[config.mk]
export PLATFORM = sky130hd
export DESIGN_NAME = fetch_sequencer
export DESIGN_NICKNAME = d
export VERILOG_FILES = /design/src/rtl/fetch_sequencer.sv
export SDC_FILE = /design/constraint.sdc
export NUM_CORES = 1
export LEC_CHECK = 0
export ABC_AREA = 0
export CAP_MARGIN = 20
export CORE_MARGIN = 1.5
export CORE_UTILIZATION = 30
export CTS_BUF_LIST = sky130_fd_sc_hd__clkbuf_8
export CTS_CLUSTER_DIAMETER = 150
export DETAILED_ROUTE_END_ITERATION = 16
export GPL_TIMING_DRIVEN = 1
export PLACE_DENSITY = 0.73
export SYNTH_ARGS = -nofsm -noshare
export SYNTH_HDL_FRONTEND = slang
export SYNTH_SLANG_ARGS = --single-unit
[constraint.sdc]
create_clock -name clk_i -period 1.5 [get_ports clk_i]
set_input_delay 0.3 -clock clk_i [delete_from_list [all_inputs] [get_ports clk_i]]
set_output_delay 0.3 -clock clk_i [all_outputs]
set_load 0.05 [all_outputs]
[src/rtl/fetch_sequencer.sv]
// Fetch-stage sequencer: drives PC enable, PC source select, IF/ID enable and
// flush, and the registered redirect target, across boot, stalls, taken
// branches and halt/resume.
// Optional build macro: FETCH_PERF_CNT_EN enables the saturating performance
// counters. Without it the counter ports are tied to zero and no counter flops
// are built.
//
// state    | meaning
// ---------+-----------------------------------------------------------------
// BOOT     | post-reset idle, wait counter counting down, no fetch
// RUN      | normal fetch; halt > branch > stall priority
// REDIRECT | one cycle: PC loads branch_address, IF/ID gets a bubble
// HALT     | fetch stopped; branches are parked as a pending redirect
module fetch_sequencer #(
  parameter int RESET_WAIT_CYCLES = 2,
  parameter int CNT_W             = 32
) (
  input  logic             clk_i,
  input  logic             rst_ni,
  input  logic             stall_req_i,
  input  logic             branch_req_i,
  input  logic [31:0]      branch_target_i,
  input  logic             halt_req_i,
  input  logic             resume_req_i,
  output logic             pc_en_o,
  output logic             pc_src_o,
  output logic [31:0]      branch_address_o,
  output logic             ifid_en_o,
  output logic             ifid_flush_o,
  output logic             fetch_valid_o,
  output logic [1:0]       state_o,
  output logic [CNT_W-1:0] fetch_count_o,
  output logic [CNT_W-1:0] stall_count_o,
  output logic [CNT_W-1:0] redirect_count_o
);

  typedef enum logic [1:0] {
    BOOT     = 2'd0,
    RUN      = 2'd1,
    REDIRECT = 2'd2,
    HALT     = 2'd3
  } state_t;

  localparam logic [3:0] WAIT_INIT = 4'(RESET_WAIT_CYCLES);

  state_t      state_q, state_d;
  logic [3:0]  wait_q, wait_d;
  logic [31:0] target_q, target_d;
  logic        pend_q, pend_d;

  // State, boot wait counter, redirect target and pending flag.
  always_ff @(posedge clk_i or negedge rst_ni) begin
    if (!rst_ni) begin
      state_q  <= BOOT;
      wait_q   <= WAIT_INIT;
      target_q <= 32'd0;
      pend_q   <= 1'b0;
    end else begin
      state_q  <= state_d;
      wait_q   <= wait_d;
      target_q <= target_d;
      pend_q   <= pend_d;
    end
  end

  // Next-state and combinational enables from current state and requests.
  always_comb begin
    state_d       = state_q;
    wait_d        = wait_q;
    target_d      = target_q;
    pend_d        = pend_q;
    pc_en_o       = 1'b0;
    pc_src_o      = 1'b0;
    ifid_en_o     = 1'b0;
    ifid_flush_o  = 1'b0;
    fetch_valid_o = 1'b0;
    case (state_q)
      BOOT: begin
        // BOOT always lasts at least one cycle, so a wait of 0 or 1 both
        // leave on the first edge after reset release.
        if (wait_q <= 4'd1) begin
          wait_d  = 4'd0;
          state_d = RUN;
        end else begin
          wait_d = wait_q - 4'd1;
        end
      end
      RUN: begin
        if (halt_req_i) begin
          state_d = HALT;
          if (branch_req_i) begin
            target_d = branch_target_i;
            pend_d   = 1'b1;
          end
        end else if (branch_req_i) begin
          target_d     = branch_target_i;
          ifid_en_o    = 1'b1;
          ifid_flush_o = 1'b1;
          state_d      = REDIRECT;
        end else if (stall_req_i) begin
          fetch_valid_o = 1'b1;
        end else begin
          pc_en_o       = 1'b1;
          ifid_en_o     = 1'b1;
          fetch_valid_o = 1'b1;
        end
      end
      REDIRECT: begin
        pc_src_o     = 1'b1;
        pc_en_o      = 1'b1;
        ifid_en_o    = 1'b1;
        ifid_flush_o = 1'b1;
        pend_d       = 1'b0;
        state_d      = halt_req_i ? HALT : RUN;
      end
      HALT: begin
        if (branch_req_i) begin
          target_d = branch_target_i;
          pend_d   = 1'b1;
        end
        // A branch arriving together with resume still gets redirected to.
        if (!halt_req_i && resume_req_i) begin
          state_d = (pend_q || branch_req_i) ? REDIRECT : RUN;
        end
      end
      default: state_d = BOOT;
    endcase
  end

  assign branch_address_o = target_q;
  assign state_o          = state_q;

`ifdef FETCH_PERF_CNT_EN
  logic [CNT_W-1:0] fetch_cnt_q, stall_cnt_q, redir_cnt_q;
  logic             fetch_inc, stall_inc, redir_inc;

  assign fetch_inc = fetch_valid_o & ifid_en_o;
  assign stall_inc = (state_q == RUN) & stall_req_i & ~halt_req_i & ~branch_req_i;
  assign redir_inc = (state_d == REDIRECT) & (state_q != REDIRECT);

  // Saturating performance counters.
  always_ff @(posedge clk_i or negedge rst_ni) begin
    if (!rst_ni) begin
      fetch_cnt_q <= '0;
      stall_cnt_q <= '0;
      redir_cnt_q <= '0;
    end else begin
      if (fetch_inc && (fetch_cnt_q != '1)) fetch_cnt_q <= fetch_cnt_q + 1'b1;
      if (stall_inc && (stall_cnt_q != '1)) stall_cnt_q <= stall_cnt_q + 1'b1;
      if (redir_inc && (redir_cnt_q != '1)) redir_cnt_q <= redir_cnt_q + 1'b1;
    end
  end

  assign fetch_count_o    = fetch_cnt_q;
  assign stall_count_o    = stall_cnt_q;
  assign redirect_count_o = redir_cnt_q;
`else
  assign fetch_count_o    = '0;
  assign stall_count_o    = '0;
  assign redirect_count_o = '0;
`endif

endmodule

==> results.cfg <==
[floorplanning]
die_w_um = 94.9
initial_core_util = 0.309
io_pins = 173
dieArea_um2 = 9010
die_height_um = 94.9
core_area_um2 = 8220
core.rowCount = 33

[detailed_routing]
drtIter0Drc = 20
viasPerCell = 3.72
drc = 0
vias = 1619
antenna_left = 0
dr.pass1.iters = 3
wl_per_cell_um = 12.1
drt-total-wl_um = 5270

[sta]
fin_crit_sh = 1.28
whs_ns = 0.459
min_period_ns = 1.93
final.setup.tns_ns = -11.04
hold_viol = 0
rsz0062_at_grt = true
clock-skew-final_ns = 0.00967
final-max-slew-violation-count = 0
setup_viol = 41
fmax_mhz = 519
fin_ws_ns = -0.425

[power]
p_leak_nw = 1.99
p_seq_frac = 0.199
p_comb_frac = 0.715
power_density_nw_per_um2 = 2620
switchingPower_mw = 4.62
ir_worst_vdd_v = 0.00159
swShare = 0.436
p_int_mw = 5.97
p_clk_frac = 0.086

[logic_synthesis]
yosysTopAreaCell = dfrtp_1
netlist.area_leader.share = 0.375
syn_inst = 217
synth_ff_type = dfrtp_1
syn-cell-area_um2 = 2540
synth.area.top_cells = dfrtp_1 (37%), buf_4 (28%), mux2_4 (18%), ha_1 (3.5%), a21oi_1 (1.4%)
syn_area_per_cell_um2 = 11.7
synthTopCellsByCount = buf_4 (96), dfrtp_1 (38), mux2_4 (30)
post-synth-top-count-cell = buf_4
async_flop_share = 1.00
yosysWarnings = 0
yosysUniqueCellTypes = 29
synth-seq-cells = 39
yosysSeqAreaShare = 0.385
synth-edff-count = 0

[cells_and_area]
antenna_cells = 0
drive_above_1_share = 0.415
syn2layout_area_growth_pct = 59.6
final_core_utilization = 0.493
nNetsFinal = 374
final_cell_count_no_fill = 435

[placement]
hpwl_um = 3770
placedCellCount = 413
place_congestion = 0.801
place_worst_setup_slack_ns = -0.306
port_buffers = 76

[flow_run]
maxCapViolations = 0

[clocking]
clk-insertion-delay-late_ns = 0.29
htree_levels = 2
cts_tree = yes
cts_buffer_depth = 2
cts.sinks = 39
cts_root_buffer = clkbuf_8
cts_inserted_buffers = 5
path_clk_slew_ns = 0.08

[setup_path]
required_ns = 1.20
cp-start-kind = flop
cp.arrival_ns = 1.63
path_class = reg -> out
critPathMaxFanout = 3
endpoint_kind = primary output

[global_route]
globalRoute.totalOverflow = 0
grt_first_pass_wirelength_um = 7940
antenna_found_initial = 0
grt_start_max_net_pins = 18
grt_pass1_vias = 1606
track_usage = 0.115

[min_path]
hold_path.class = in -> async

[outcome]
status = finished with violations
violations = setup timing
per-stage QoR:
| stage | total power, mW | instance area (µm²) |
|---|---|---|
| floorplan | 6.04 | 2940 |
| global placement | 8.94 | 3650 |
| detailed placement | 9.03 | 3650 |
| CTS | 10.6 | 4010 |
| global route | 11.1 | 4050 |
| finish | 10.6 | 4050 |
metal layers:
layer | vias to the layer above | part of all wire | GRT usage | wire, µm
met5 | - | 0 | 0 | 0
met4 | 0 | 0.012 | 0.0373 | 65
met3 | 8 | 0.089 | 0.0338 | 471
met2 | 109 | 0.52 | 0.205 | 2740
met1 | 759 | 0.38 | 0.131 | 1990
li1 | 743 | - | - | -
cells by family (layout without fill, tap and decap cells):
group           after synthesis  count (layout)  share of synthesized area
flops                        39              39                      0.385
compound gates               17              17                     0.0474
fa+ha+maj                     7               7                     0.0345
buf+inv                     104             122                      0.305
mux                          33              33                      0.190
simple gates                 16              16                     0.0360
other cells                   1              96                    0.00148
layout make-up:
type | instances | area, µm²
fillers | 753 | 4170
repair buffers | 109 | 1500
multi-input cells | 169 | 1300
flip-flops and latches | 39 | 980
well taps | 105 | 131
clock buffers | 6 | 82.6
clock inverters | 2 | 35.0
inverters | 5 | 21.3
what timing repair did:
item                       in CTS  in global routing
gates resized for setup        26                 16
hold buffers                    1                  0
hold endpoints to repair       11                  0
cloned                          2                  1
setup buffers                   9                  6
pin swaps                       6                  2
setup endpoints to repair      39                 43
path summary, 6_finish.rpt:
check,startpoint,endpoint,slack [ns],cells past startpoint
worst max-delay path,state_o[1],ifid_en_o,-0.43,6
worst min-delay path,rst_ni,branch_address_o[24],0.46,2
worst max register to register,state_o[0],branch_address_o[8],-0.39,7
worst min register to register,wait_q[1],wait_q[1],0.57,2
max in group asynchronous,rst_ni,wait_q[1],0.49,3
min in group clk_i,wait_q[1],wait_q[1],0.57,2
power groups by stage:
stage          clock network, mW  registers [mW]  logic [mW]
3_5_place_dp                   0            2.11        6.91
3_3_place_gp                   0            2.09        6.85
4_1_cts                    0.960            2.11        7.52
2_1_floorplan                  0            3.51        2.53
5_1_grt                    0.998            2.17        7.89
6_report                   0.915            2.10        7.57
sequential cells by signal, indices dropped and copies added (netlist names):
signal	cells
pend_q	1
branch_address_o	32
wait_q	4
state_o	2
cells in the final DEF (no fill, tap or decap), drive strengths merged:
master | Yosys | layout
nor2b | 3 | 3
o22ai | 1 | 1
and2 | 1 | 1
conb | 1 | 96
inv | 5 | 5
nand2 | 3 | 3
dfstp | 1 | 1
clkinv | 0 | 1
dlygate4sd3 | 0 | 1
a2111oi | 1 | 1
buf | 99 | 71
ha | 7 | 7
a21oi | 7 | 7
dfrtp | 38 | 38
bufinv | 0 | 1
clkdlybuf4s50 | 0 | 36
o31ai | 1 | 1
mux2i | 1 | 1
a31o | 1 | 1
o21ai | 3 | 3
nor4 | 1 | 1
nand2b | 2 | 2
nor3b | 2 | 2
a21o | 1 | 1
a31oi | 1 | 1
mux2 | 32 | 32
clkbuf | 0 | 7
a41oi | 1 | 1
nor2 | 3 | 3
nand3 | 1 | 1
worst max-delay path, stage by stage (launching register included):
cell and delay, ns:
dfrtp_2 0.43, inv_4 0.07, buf_4 0.13, ha_4 0.21
nor2b_4 0.13, a31o_4 0.21, buf_12 0.14
(Power assumes the default switching activity.)
